===== src/rtl/fetch_seq_pkg.sv =====
// ============================================================================
// Module   : fetch_seq_pkg
// Brief    : Shared types for the fetch sequencer: FSM state and redirect kind.
// Revision : 1.0 - initial release
// ============================================================================
`default_nettype none

package fetch_seq_pkg;

  localparam int FS_ADDR_W     = 8;
  localparam int FS_RESET_ADDR = 0;

  typedef enum logic [1:0] {
    ST_IDLE   = 2'd0,
    ST_FETCH  = 2'd1,
    ST_EXEC   = 2'd2,
    ST_HALTED = 2'd3
  } fs_state_t;

  typedef enum logic [2:0] {
    RD_SEQ  = 3'd0,
    RD_BR   = 3'd1,
    RD_JMP  = 3'd2,
    RD_CALL = 3'd3,
    RD_RET  = 3'd4,
    RD_HALT = 3'd5,
    RD_HOLD = 3'd6
  } fs_redirect_t;

  // Lower-priority controls are dropped entirely once a higher one is seen.
  function automatic fs_redirect_t fs_decode_redirect(
    input logic halt,
    input logic stall,
    input logic ret_en,
    input logic call_en,
    input logic jmp_en,
    input logic br_taken
  );
    if (halt)          return RD_HALT;
    else if (stall)    return RD_HOLD;
    else if (ret_en)   return RD_RET;
    else if (call_en)  return RD_CALL;
    else if (jmp_en)   return RD_JMP;
    else if (br_taken) return RD_BR;
    else               return RD_SEQ;
  endfunction

endpackage

`default_nettype wire


===== src/rtl/fetch_ras.sv =====
// ============================================================================
// Module   : fetch_ras
// Brief    : Circular return-address stack; a push when full overwrites the
//            oldest entry and raises overflow, a pop when empty raises underflow.
// Revision : 1.0 - initial release
// ============================================================================
`default_nettype none

module fetch_ras
  import fetch_seq_pkg::*;
#(
  parameter int DEPTH = 4,
  parameter int WIDTH = FS_ADDR_W
) (
  input  logic             clk,
  input  logic             reset,
  input  logic             i_push,
  input  logic             i_pop,
  input  logic [WIDTH-1:0] i_push_data,
  output logic [WIDTH-1:0] o_top,
  output logic             o_empty,
  output logic             o_full,
  output logic             o_overflow,
  output logic             o_underflow
);

  localparam int PTR_W = (DEPTH > 1) ? $clog2(DEPTH) : 1;
  localparam int CNT_W = $clog2(DEPTH + 1);

  logic [WIDTH-1:0] r_mem [DEPTH];
  logic [PTR_W-1:0] r_ptr;
  logic [CNT_W-1:0] r_count;
  logic [PTR_W-1:0] w_top_idx;

  // r_ptr names the next free slot; DEPTH is a power of two so it wraps freely.
  assign w_top_idx   = r_ptr - PTR_W'(1);
  assign o_top       = r_mem[w_top_idx];
  assign o_empty     = (r_count == '0);
  assign o_full      = (r_count == CNT_W'(DEPTH));
  assign o_overflow  = i_push & ~i_pop & o_full;
  assign o_underflow = i_pop & o_empty;

  always_ff @(posedge clk) begin
    if (reset) begin
      r_ptr   <= '0;
      r_count <= '0;
      for (int i = 0; i < DEPTH; i++) begin
        r_mem[i] <= '0;
      end
    end else if (i_pop) begin
      if (!o_empty) begin
        r_ptr   <= w_top_idx;
        r_count <= r_count - CNT_W'(1);
      end
    end else if (i_push) begin
      r_mem[r_ptr] <= i_push_data;
      r_ptr        <= r_ptr + PTR_W'(1);
      if (!o_full) begin
        r_count <= r_count + CNT_W'(1);
      end
    end
  end

endmodule

`default_nettype wire


===== src/rtl/fetch_sequencer.sv =====
// ============================================================================
// Module   : fetch_sequencer
// Brief    : PC / instruction-fetch controller with return-address stack and
//            halt/resume. FETCH_SEQUENCER_PERF_EN enables the retired counter.
// Revision : 1.0 - initial release
// ============================================================================
`default_nettype none

module fetch_sequencer
  import fetch_seq_pkg::*;
#(
  parameter int ADDR_W     = FS_ADDR_W,
  parameter int RAS_DEPTH  = 4,
  parameter int RESET_ADDR = FS_RESET_ADDR
) (
  input  logic              clk,
  input  logic              reset,
  output logic              imem_req,
  output logic [ADDR_W-1:0] imem_addr,
  input  logic              imem_ack,
  output logic              instr_valid,
  output logic [ADDR_W-1:0] instr_addr,
  input  logic              stall,
  input  logic              br_taken,
  input  logic [ADDR_W-1:0] br_offset,
  input  logic              jmp_en,
  input  logic              call_en,
  input  logic              ret_en,
  input  logic [ADDR_W-1:0] jmp_target,
  input  logic              halt,
  input  logic              resume,
  output logic              ras_err,
  output logic [1:0]        state_o,
  output logic [15:0]       perf_retired
);

  localparam logic [ADDR_W-1:0] C_RESET_PC = ADDR_W'(RESET_ADDR);

  fs_state_t         r_state;
  logic [ADDR_W-1:0] r_pc;
  logic              r_imem_req;
  logic              r_instr_valid;
  logic              r_ras_err;

  fs_redirect_t      w_kind;
  logic              w_in_exec;
  logic [ADDR_W-1:0] w_pc_inc;
  logic [ADDR_W-1:0] w_pc_br;
  logic              w_ras_push;
  logic              w_ras_pop;
  logic [ADDR_W-1:0] w_ras_top;
  logic              w_ras_empty;
  logic              w_unused_ras_full;
  logic              w_ras_overflow;
  logic              w_ras_underflow;

  assign w_kind     = fs_decode_redirect(halt, stall, ret_en, call_en, jmp_en, br_taken);
  assign w_in_exec  = (r_state == ST_EXEC);
  assign w_pc_inc   = r_pc + ADDR_W'(1);
  assign w_pc_br    = r_pc + br_offset;
  assign w_ras_push = w_in_exec && (w_kind == RD_CALL);
  assign w_ras_pop  = w_in_exec && (w_kind == RD_RET);

  fetch_ras #(
    .DEPTH (RAS_DEPTH),
    .WIDTH (ADDR_W)
  ) u_ras (
    .clk         (clk),
    .reset       (reset),
    .i_push      (w_ras_push),
    .i_pop       (w_ras_pop),
    .i_push_data (w_pc_inc),
    .o_top       (w_ras_top),
    .o_empty     (w_ras_empty),
    .o_full      (w_unused_ras_full),
    .o_overflow  (w_ras_overflow),
    .o_underflow (w_ras_underflow)
  );

  always_ff @(posedge clk) begin
    if (reset) begin
      r_state       <= ST_IDLE;
      r_pc          <= C_RESET_PC;
      r_imem_req    <= 1'b0;
      r_instr_valid <= 1'b0;
      r_ras_err     <= 1'b0;
    end else begin
      if (w_ras_overflow || w_ras_underflow) begin
        r_ras_err <= 1'b1;
      end
      case (r_state)
        ST_IDLE: begin
          r_state    <= ST_FETCH;
          r_imem_req <= 1'b1;
        end
        ST_FETCH: begin
          if (imem_ack) begin
            r_state       <= ST_EXEC;
            r_imem_req    <= 1'b0;
            r_instr_valid <= 1'b1;
          end
        end
        ST_EXEC: begin
          case (w_kind)
            RD_HOLD: ;
            RD_HALT: begin
              r_pc          <= w_pc_inc;
              r_state       <= ST_HALTED;
              r_instr_valid <= 1'b0;
            end
            default: begin
              r_state       <= ST_FETCH;
              r_instr_valid <= 1'b0;
              r_imem_req    <= 1'b1;
              case (w_kind)
                RD_RET:         r_pc <= w_ras_empty ? w_pc_inc : w_ras_top;
                RD_CALL, RD_JMP: r_pc <= jmp_target;
                RD_BR:          r_pc <= w_pc_br;
                default:        r_pc <= w_pc_inc;
              endcase
            end
          endcase
        end
        ST_HALTED: begin
          if (resume) begin
            r_state    <= ST_FETCH;
            r_imem_req <= 1'b1;
          end
        end
        default: begin
          r_state <= ST_IDLE;
        end
      endcase
    end
  end

  assign imem_req    = r_imem_req;
  assign imem_addr   = r_pc;
  assign instr_valid = r_instr_valid;
  assign instr_addr  = r_pc;
  assign ras_err     = r_ras_err;
  assign state_o     = r_state;

`ifdef FETCH_SEQUENCER_PERF_EN
  logic [15:0] r_perf;
  logic        w_retire;

  assign w_retire = w_in_exec && !stall;

  always_ff @(posedge clk) begin
    if (reset) begin
      r_perf <= '0;
    end else if (w_retire && (r_perf != 16'hFFFF)) begin
      r_perf <= r_perf + 16'd1;
    end
  end

  assign perf_retired = r_perf;
`else
  assign perf_retired = '0;
`endif

endmodule

`default_nettype wire


===== config.mk =====
export PLATFORM = sky130hd
export DESIGN_NAME = fetch_sequencer
export DESIGN_NICKNAME = d
export VERILOG_FILES = /design/src/rtl/fetch_seq_pkg.sv /design/src/rtl/fetch_ras.sv /design/src/rtl/fetch_sequencer.sv
export SDC_FILE = /design/constraint.sdc
export NUM_CORES = 1
export LEC_CHECK = 0
export ABC_CLOCK_PERIOD_IN_PS = 2550
export CAP_MARGIN = 20
export CORE_ASPECT_RATIO = 1.2
export CORE_MARGIN = 10
export CORE_UTILIZATION = 52
export DETAILED_ROUTE_END_ITERATION = 6
export PLACE_DENSITY = 0.8
export SLEW_MARGIN = 25
export SYNTH_ARGS = -nofsm -noshare
export SYNTH_HDL_FRONTEND = slang
export SYNTH_SLANG_ARGS = --single-unit
export TNS_END_PERCENT = 10

===== constraint.sdc =====
create_clock -name clk -period 2.55 [get_ports clk]
set_input_delay 0.3825 -clock clk [delete_from_list [all_inputs] [get_ports clk]]
set_output_delay 0.3825 -clock clk [all_outputs]
set_load 0.01 [all_outputs]

==> results of run 1 <==
flip-flops by register name, summed over array words and instances, names as in the netlist:
signal / count
u_ras.r_count: 3
instr_valid: 1
u_ras.r_mem: 32
state_o: 2
imem_req: 1
u_ras.r_ptr: 2
imem_addr: 8
ras_err: 1
synthesized netlist by cell type (all sizes together), types with 8 or more instances:
master / n / share of area (%)
nor2: 49 / 5.7
buf: 32 / 7.0
edfxtp: 32 / 29
dfxtp: 18 / 11
nand2: 18 / 2.3
inv: 15 / 1.7
o21ai: 13 / 2.0
a21oi: 11 / 1.7
ha: 11 / 4.2
clkbuf: 9 / 1.0
nand3: 9 / 1.4
or2: 8 / 1.5
xnor2: 8 / 2.1
power by group:
group | total, mW | internal, mW | switching (mW)
Combinational | 0.285 | 0.141 | 0.145
Sequential | 0.909 | 0.888 | 0.0216
Clock | 0.559 | 0.293 | 0.266
Total | 1.75 | 1.32 | 0.432
per-layer routing:
| metal | wire length [µm] | up-vias | global-route usage, % |
|---|---|---|---|
| met5 | 0 | - | 0 |
| li1 | - | 1268 | - |
| met1 | 3255 | 1277 | 17.69 |
| met4 | 170 | 0 | 5.740 |
| met3 | 398 | 15 | 3.768 |
| met2 | 4311 | 86 | 29.95 |
per-stage QoR:
step	power (mW)	cells
6_report	1.754	466
5_1_grt	1.820	466
4_1_cts	1.765	466
3_5_place_dp	1.210	458
3_3_place_gp	1.202	458
2_1_floorplan	1.102	352
worst min-delay path, cell delays in order (launching register included):
cell     delay, ns
dfxtp_1       0.34
a31oi_1       0.05
nor2_1        0.07
how the worst max path moves through the flow:
stage,cells past startpoint,to,startpoint,slack (ns)
after floorplan,7,imem_addr[4],imem_addr[0],0.60
after global placement,8,imem_addr[4],br_offset[0],0.11
after detailed placement,8,imem_addr[4],br_offset[0],0.06
after CTS,8,imem_addr[4],br_offset[0],0.37
after global routing,8,imem_addr[6],br_offset[0],0.21
final,8,imem_addr[4],br_offset[0],0.35
cell families after synthesis:
family	synth area share, %
other	0.1148
DFF	40.46
and+or+nand+nor	19.62
xor gates and xnor gates	3.218
adders and majority gates	5.441
muxes	6.667
buffers and inverters	9.770
AOI/OAI and AO/OA	14.71
cell type report:
type	count	area, µm²	share of cell area [%]
Clock inverter	2	37.54	0.9687
Tap cell	82	102.6	2.648
Clock buffer	6	72.57	1.873
Timing Repair Buffer	65	603.1	15.56
Multi-Input combinational cell	246	1682	43.40
Sequential cell	50	1321	34.10
Inverter	15	56.30	1.453
==> impl_metrics.json, run 1 <==
{
  "status": "finished clean",
  "cts_tree": "done",
  "hold_viol": 0,
  "final.min_clock_period_ns": 2.203,
  "synthDistinctLibCells": 57,
  "async_flop_share_pct": 0,
  "min_from": "ras_err",
  "initial_core_util_pct": 53.63,
  "grt_pass1_vias": 2661,
  "grt_max_degree": 27,
  "vias_per_cell": 5.678,
  "post-place-ws_ns": 0.06170,
  "clock-sinks": 50,
  "ant_nets": 0,
  "crit-reg2reg-launch": "imem_addr[1]",
  "placed_area_um2": 3765,
  "syn_area_um2": 3266,
  "die_w_um": 92.34,
  "worstSkewPairLatency_ns": 0.30,
  "drive_above_1_share_pct": 11.98,
  "drv_cap": 0,
  "post-route-util_pct": 63.63,
  "stdcell_area_um2": 3875,
  "r2r_setup_slack_ns": 0.44,
  "end_kind": "register",
  "dieArea_um2": 9863,
  "rsz0062_at_grt": "false",
  "setup_tns_ns": 0,
  "clockBufferDepth": 2,
  "synth_seq_cells": 50,
  "cts_resized": 0,
  "p_per_area_nw_per_um2": 452.6,
  "hp-class": "register to register",
  "holdPathStages": 2,
  "syn_to_final_growth_pct": 18.66,
  "max_freq_mhz": 453.9,
  "arrival_ns": 2.37,
  "grt_use_total_pct": 16.25,
  "path_clk_slew_ns": 0.09,
  "grt.overflow.total": 0,
  "drtIter0Drc": 134,
  "finalSetupViolCount": 0,
  "coreArea_um2": 6090,
  "slew_viol_final": 0,
  "numCtsBuffers": 5,
  "globalplace.congestion": 0.8833,
  "reg2reg_depth": 6,
  "finish.net_count": 422,
  "ys_warn_count": 0,
  "holdPathEnd": "ras_err",
  "first_pass_iters": 4,
  "portBuffers": 46,
  "irDropWorstVdd_v": 0.0002572,
  "crit_chain": "clkdlybuf4s50_1 -> ha_1 -> fa_1 -> a211oi_1 -> o21bai_1 -> a32o_1 -> mux2i_1 -> a311oi_1",
  "wl_mm": 8.136,
  "syn_inst": 337,
  "grt_pass1_wl_mm": 13.23,
  "final_common_cell": "nor2_1",
  "relSlewSlack_pct": 50.86,
  "yosysSeqAreaShare_pct": 40.46,
  "hold_buffers": 0,
  "vias": 2646,
  "leakage_nw": 1.450,
  "critPathLaunchType": "primary input",
  "hold_slack_ns": 0.4850,
  "worstPathMaxFanout": 3,
  "fillCellCount": 513,
  "synth_ff_type": "edfxtp_1",
  "timing.critical_path.required_ns": 2.71,
  "wire_per_inst_um": 17.46,
  "post-dp-hpwl_mm": 6.105,
  "drc": 0,
  "clock_skew_ns": 0.006028,
  "crit_type": "primary input to register",
  "crit_path_top_delay_cell": "fa_1",
  "syn_area_per_cell_um2": 9.690,
  "max_slew.worst_pin.slew_ns": 0.7360,
  "crit_family": "compound AO/OA/AOI/OAI gates",
  "cpPeakStageDelay_ns": 0.41,
  "synth_edf_count": 32,
  "cts-htree-levels": 2,
  "setup_slack_ns": 0.3470,
  "num_rows": 31,
  "post_cts_buffers": 0,
  "rr_endpoint": "imem_addr[3]",
  "antenna_found_initial": 0,
  "die_height_um": 106.8,
  "worst-path-buf-inv": 1,
  "antennaDiodeCount": 0,
  "io_pins": 63,
  "cts-root-buf": "clkbuf_8",
  "final_cell_mix": "nor2_1 (48), clkdlybuf4s50_1 (46), edfxtp_1 (32), buf_4 (19), dfxtp_1 (18)",
  "post-route-period-util_pct": 86.39
}
Power figures use the tool's default switching activity.
==> run 2: changes to the inputs <==
--- a/config.mk
+++ b/config.mk
@@ -7,12 +7,12 @@
 export LEC_CHECK = 0
 export ABC_CLOCK_PERIOD_IN_PS = 2550
 export CAP_MARGIN = 20
-export CORE_ASPECT_RATIO = 1.2
+export CORE_ASPECT_RATIO = 0.6
 export CORE_MARGIN = 10
 export CORE_UTILIZATION = 52
 export DETAILED_ROUTE_END_ITERATION = 6
 export PLACE_DENSITY = 0.8
-export SLEW_MARGIN = 25
+export SLEW_MARGIN = 10
 export SYNTH_ARGS = -nofsm -noshare
 export SYNTH_HDL_FRONTEND = slang
 export SYNTH_SLANG_ARGS = --single-unit
==> run 2 against run 1 <==
Effect of this change:
- highest routed layer unchanged
- sequential power hardly changed
- via count up 1.9%
- combinational power about the same
- clock power fell by 7.7%
- clock skew rose by 0.0079 ns
==> impl_metrics.json, run 2 (synthesis gave the netlist of run 1 again) <==
{
  "status": "finished clean",
  "multi_input_area_um2": 1682,
  "drv_cap": 0,
  "grt_max_degree": 27,
  "final_cell_mix": "nor2_1 (48), clkdlybuf4s50_1 (46), edfxtp_1 (32), dfxtp_1 (18), nand2_1 (17)",
  "cts-root-buf": "clkbuf_8",
  "portBuffers": 46,
  "holdPathStages": 2,
  "largest_register_ffs": 32,
  "irDropWorstVdd_v": 0.0002453,
  "grt_pass1_wl_mm": 13.30,
  "crit_type": "primary input to register",
  "relSlewSlack_pct": 50.22,
  "clock-sinks": 50,
  "max_freq_mhz": 444.1,
  "rr_endpoint": "imem_addr[6]",
  "vias_per_cell": 5.798,
  "holdPathEnd": "ras_err",
  "leakage_nw": 1.440,
  "syn_to_final_growth_pct": 18.05,
  "cts_tree": "done",
  "die_height_um": 81.39,
  "vias": 2696,
  "end_kind": "register",
  "wire_per_inst_um": 17.83,
  "num_rows": 22,
  "max_slew.worst_pin.slew_ns": 0.7457,
  "path_clk_slew_ns": 0.11,
  "io_pins": 63,
  "drc": 0,
  "rsz0062_at_grt": "false",
  "antenna_found_initial": 0,
  "stdcell_area_um2": 3855,
  "globalplace.congestion": 0.8960,
  "wl_mm": 8.290,
  "first_pass_iters": 5,
  "timing.critical_path.required_ns": 2.78,
  "r2r_setup_slack_ns": 0.45,
  "drive_above_1_share_pct": 11.55,
  "antennaDiodeCount": 0,
  "seqCellArea_um2": 1321,
  "post-route-period-util_pct": 88.30,
  "final.min_clock_period_ns": 2.252,
  "hp-class": "register to register",
  "crit-reg2reg-launch": "imem_addr[0]",
  "min_from": "ras_err",
  "placed_area_um2": 3757,
  "finalSetupViolCount": 0,
  "clock_skew_ns": 0.01388,
  "worstPathMaxFanout": 3,
  "drtIter0Drc": 274,
  "dieArea_um2": 9954,
  "numCtsBuffers": 5,
  "grt_pass1_vias": 2590,
  "grt.overflow.total": 0,
  "grt_use_total_pct": 16.94,
  "worstSetupStartpoint": "br_offset[0]",
  "cts_resized": 0,
  "p_per_area_nw_per_um2": 444.0,
  "largest_register": "u_ras.r_mem",
  "arrival_ns": 2.49,
  "die_w_um": 122.3,
  "ant_nets": 0,
  "fillCellCount": 521,
  "coreArea_um2": 6111,
  "clockBufferDepth": 2,
  "slew_viol_final": 0,
  "post-dp-hpwl_mm": 6.426,
  "hold_buffers": 0,
  "critPathLaunchType": "primary input",
  "initial_core_util_pct": 53.44,
  "cts-htree-levels": 2,
  "hold_viol": 0,
  "finish.net_count": 419,
  "post-route-util_pct": 63.08,
  "final_common_cell": "nor2_1",
  "post_cts_buffers": 0,
  "reg2reg_depth": 7,
  "worstSkewPairLatency_ns": 0.32
}
-- run 2: cell types whose count changed in the layout (fill, tap and decap cells not counted), sizes merged --
cell,delta
inv,+1
clkinvlp,-1
buf,-3
clkinv,+2
clkbuf,-1
bufinv,-1
-- run 2: routing by layer --
layer  up-vias  GRT usage [%]  routed length [µm]
li1       1267              -                   -
met1      1292          23.18                3705
met2       129          26.07                3671
met3         8          4.571                 845
met4         0          4.333                  67
met5         -              0                   0
-- run 2: area by class of cell --
cell class / instances / share of cell area (%)
Clock buffer: 5 / 1.785
Clock inverter: 3 / 0.7465
Inverter: 15 / 1.461
Multi-Input combinational cell: 246 / 43.62
Sequential cell: 50 / 34.27
Tap cell: 84 / 2.726
Timing Repair Buffer: 62 / 15.38
-- run 2: worst max-delay path, stage by stage --
cell and delay [ns]:
clkdlybuf4s50_1 0.42, ha_1 0.22, fa_1 0.41, a211oi_1 0.39, o21ai_0 0.21, nand3_1 0.12
nand3b_1 0.08, a221oi_1 0.26
-- run 2: power by group --
group | total (mW) | switching, mW | internal [mW]
sequential | 0.909 | 0.0209 | 0.888
combinational | 0.287 | 0.146 | 0.141
clock | 0.516 | 0.312 | 0.204
total | 1.71 | 0.479 | 1.23
-- run 2: how the worst max path moves through the flow --
stage                     cells past startpoint  slack (ns)            to
after floorplan                               7        0.60  imem_addr[4]
after global placement                        8        0.07  imem_addr[4]
after detailed placement                      8       -0.01  imem_addr[4]
after CTS                                     8        0.33  imem_addr[6]
after global routing                          8        0.18  imem_addr[6]
final                                         8        0.30  imem_addr[6]
-- run 2: per-stage QoR --
step / TNS [ns] / hold WS (ns) / std cells / power [mW] / setup WS (ns)
after detailed placement: -0.01123 / 0.4668 / 457 / 1.212 / -0.01123
after floorplan: 0 / 0.5000 / 352 / 1.102 / 0.5995
after global routing: 0 / 0.5494 / 465 / 1.785 / 0.1814
after CTS: 0 / 0.4996 / 465 / 1.716 / 0.3289
after global placement: 0 / 0.4606 / 457 / 1.204 / 0.07332
final: 0 / 0.4988 / 465 / 1.712 / 0.2983
==> run 3: changes to the inputs <==
--- a/config.mk
+++ b/config.mk
@@ -5,13 +5,14 @@
 export SDC_FILE = /design/constraint.sdc
 export NUM_CORES = 1
 export LEC_CHECK = 0
-export ABC_CLOCK_PERIOD_IN_PS = 2550
-export CAP_MARGIN = 20
+export ABC_CLOCK_PERIOD_IN_PS = 2050
+export CAP_MARGIN = 5
 export CORE_ASPECT_RATIO = 0.6
 export CORE_MARGIN = 10
-export CORE_UTILIZATION = 52
+export CORE_UTILIZATION = 47
 export DETAILED_ROUTE_END_ITERATION = 6
-export PLACE_DENSITY = 0.8
+export GPL_TIMING_DRIVEN = 1
+export PLACE_DENSITY = 0.76
 export SLEW_MARGIN = 10
 export SYNTH_ARGS = -nofsm -noshare
 export SYNTH_HDL_FRONTEND = slang
==> constraint.sdc (replaced) <==
create_clock -name clk -period 2.05 [get_ports clk]
set_input_delay 0.3075 -clock clk [delete_from_list [all_inputs] [get_ports clk]]
set_output_delay 0.3075 -clock clk [all_outputs]
set_load 0.01 [all_outputs]
==> run 3 against run 2 <==
Effect of this change:
- die area is 8.4% higher
- final cell count is 7.7% higher
- sequential share of layout area down 2.8 points
- first-iteration DRC count shrank 5.8%
- register-to-register slack worse by 0.35 ns
- combinational power grew 44%
- utilization shrank 0.42 points
- largest cell class unchanged
- sequential cell count stayed put
- non-clock buffer count is 33 higher
- design area increased by 9.0%
- the flow now finishes with violations (setup timing)
- highest routed layer unchanged
==> impl_metrics.json, run 3 (synthesis gave the netlist of run 1 again) <==
{
  "vias": 2825,
  "final_cells": 501,
  "ant_nets": 0,
  "r2r_setup_slack_ns": 0.10,
  "num_rows": 23,
  "grt_pass1_wl_mm": 14.65,
  "die_w_um": 127.6,
  "timing.critical_path.required_ns": 2.21,
  "largest_register_ffs": 32,
  "setup_tns_ns": -0.007507,
  "finalSetupViolCount": 1,
  "worstSkewPairLatency_ns": 0.29,
  "end_kind": "register",
  "largest_register": "u_ras.r_mem",
  "hold_slack_ns": 0.4901,
  "rr_endpoint": "imem_addr[4]",
  "crit_cells": 8,
  "cts-root-buf": "clkbuf_16",
  "antenna_found_initial": 0,
  "leakage_nw": 1.634,
  "crit_chain": "clkdlybuf4s50_1 -> ha_1 -> fa_2 -> a211oi_4 -> o21bai_1 -> a32o_1 -> mux2i_1 -> a311oi_1",
  "crit-reg2reg-launch": "imem_addr[0]",
  "final_cell_mix": "buf_4 (49), nor2_1 (48), clkdlybuf4s50_1 (46), edfxtp_1 (32), dfxtp_1 (18)",
  "syn_to_final_growth_pct": 28.66,
  "arrival_ns": 2.21,
  "intPower_mw": 1.779,
  "crit_path_top_delay_cell": "clkdlybuf4s50_1",
  "portBuffers": 46,
  "antennaDiodeCount": 0,
  "drc": 0,
  "design_power_total_mw": 2.407,
  "grt_pass1_vias": 2843,
  "dpl.cell_count": 493,
  "initial_core_util_pct": 48.70,
  "status": "finished, violations left",
  "worstSetupStartpoint": "br_offset[0]",
  "worstPathMaxFanout": 3,
  "slew_viol_final": 0,
  "final_common_cell": "buf_4",
  "rsz0062_at_grt": "true",
  "combPwrFrac_pct": 17.1,
  "hp-class": "register to register",
  "clockBufferDepth": 2,
  "first_pass_iters": 4,
  "clock-sinks": 50,
  "endpoint": "imem_addr[4]",
  "setup_slack_ns": -0.007507,
  "post-dp-hpwl_mm": 6.928,
  "globalplace.congestion": 0.8505,
  "switchingPower_uw": 628.2,
  "numCtsBuffers": 5,
  "grt_max_degree": 19,
  "clock_skew_ns": 0.007310,
  "worst-path-buf-inv": 1,
  "critPathLaunchType": "primary input",
  "crit_type": "primary input to register",
  "cts-htree-levels": 2,
  "drive_above_1_share_pct": 20.77,
  "reg2reg_depth": 7,
  "dieArea_um2": 10790,
  "drv_cap": 0,
  "cts_tree": "done",
  "wire_per_inst_um": 17.68,
  "cpPeakStageDelay_ns": 0.41,
  "violations": "setup timing",
  "coreArea_um2": 6705,
  "wl_mm": 8.858,
  "p_per_area_nw_per_um2": 572.9,
  "relSlewSlack_pct": 55.02,
  "hold_viol": 0,
  "path_clk_slew_ns": 0.07,
  "irDropWorstVdd_v": 0.0003833,
  "max_freq_mhz": 486.0,
  "post-place-ws_ns": -0.4525,
  "finish.net_count": 452,
  "vias_per_cell": 5.639,
  "die_height_um": 84.57,
  "grt_use_total_pct": 16.21,
  "post_cts_buffers": 0,
  "crit_family": "compound AO/OA/AOI/OAI gates",
  "io_pins": 63,
  "post-route-period-util_pct": 100.4,
  "sequentialPowerShare_pct": 46.7,
  "max_slew.worst_pin.slew_ns": 0.6738,
  "grt.overflow.total": 0,
  "netSwitchingFraction_pct": 26.10,
  "clock_power_share_pct": 36.2,
  "drtIter0Drc": 258,
  "final.min_clock_period_ns": 2.058
}
[run 3: power groups by stage]
stage,clock network (mW),logic (mW),registers [mW]
after global placement,0,0.385,1.15
after CTS,0.884,0.398,1.12
final,0.871,0.412,1.12
after detailed placement,0,0.394,1.15
after global routing,0.924,0.449,1.13
after floorplan,0,0.215,1.16
[run 3: repair_timing]
action                                  CTS  global route
hold buffers                              0             0
resized for setup                         2             9
endpoints found under the setup margin    3            15
pin swaps                                 2             1
[run 3: how the worst min path moves through the flow]
stage,depth (start not counted),endpoint,startpoint
detailed placement,2,ras_err,ras_err
floorplan,2,imem_addr[5],jmp_target[5]
finish,2,ras_err,ras_err
global route,2,ras_err,ras_err
CTS,2,ras_err,ras_err
global placement,2,ras_err,ras_err
[run 3: through the flow]
stage               utilization, %  instance area (µm²)
floorplan                        -                 3322
global placement             59.60                 3996
detailed placement           59.60                 3996
CTS                          62.01                 4158
global route                 62.66                 4202
finish                       62.66                 4202
[run 3: tightest hold or removal path, cell delays in order (launching register included)]
cell,delay (ns)
dfxtp_1,0.34
a31oi_1,0.05
nor2_1,0.07
[run 3: layout make-up]
| type | count | area [µm²] |
|---|---|---|
| Multi-Input combinational cell | 246 | 1733 |
| Fill cell | 577 | 2504 |
| Clock inverter | 3 | 28.78 |
| Tap cell | 87 | 108.9 |
| Inverter | 15 | 56.30 |
| Clock buffer | 5 | 125.1 |
| Timing Repair Buffer | 95 | 828.3 |
| Sequential cell | 50 | 1321 |
[run 3: routing by layer]
layer	up-vias	GRT usage, %	part of all wire [%]
met1	1370	23.29	47
met3	5	4.834	9.7
li1	1331	-	-
met2	119	23.94	43
met5	-	0	0
met4	0	2.037	0.43
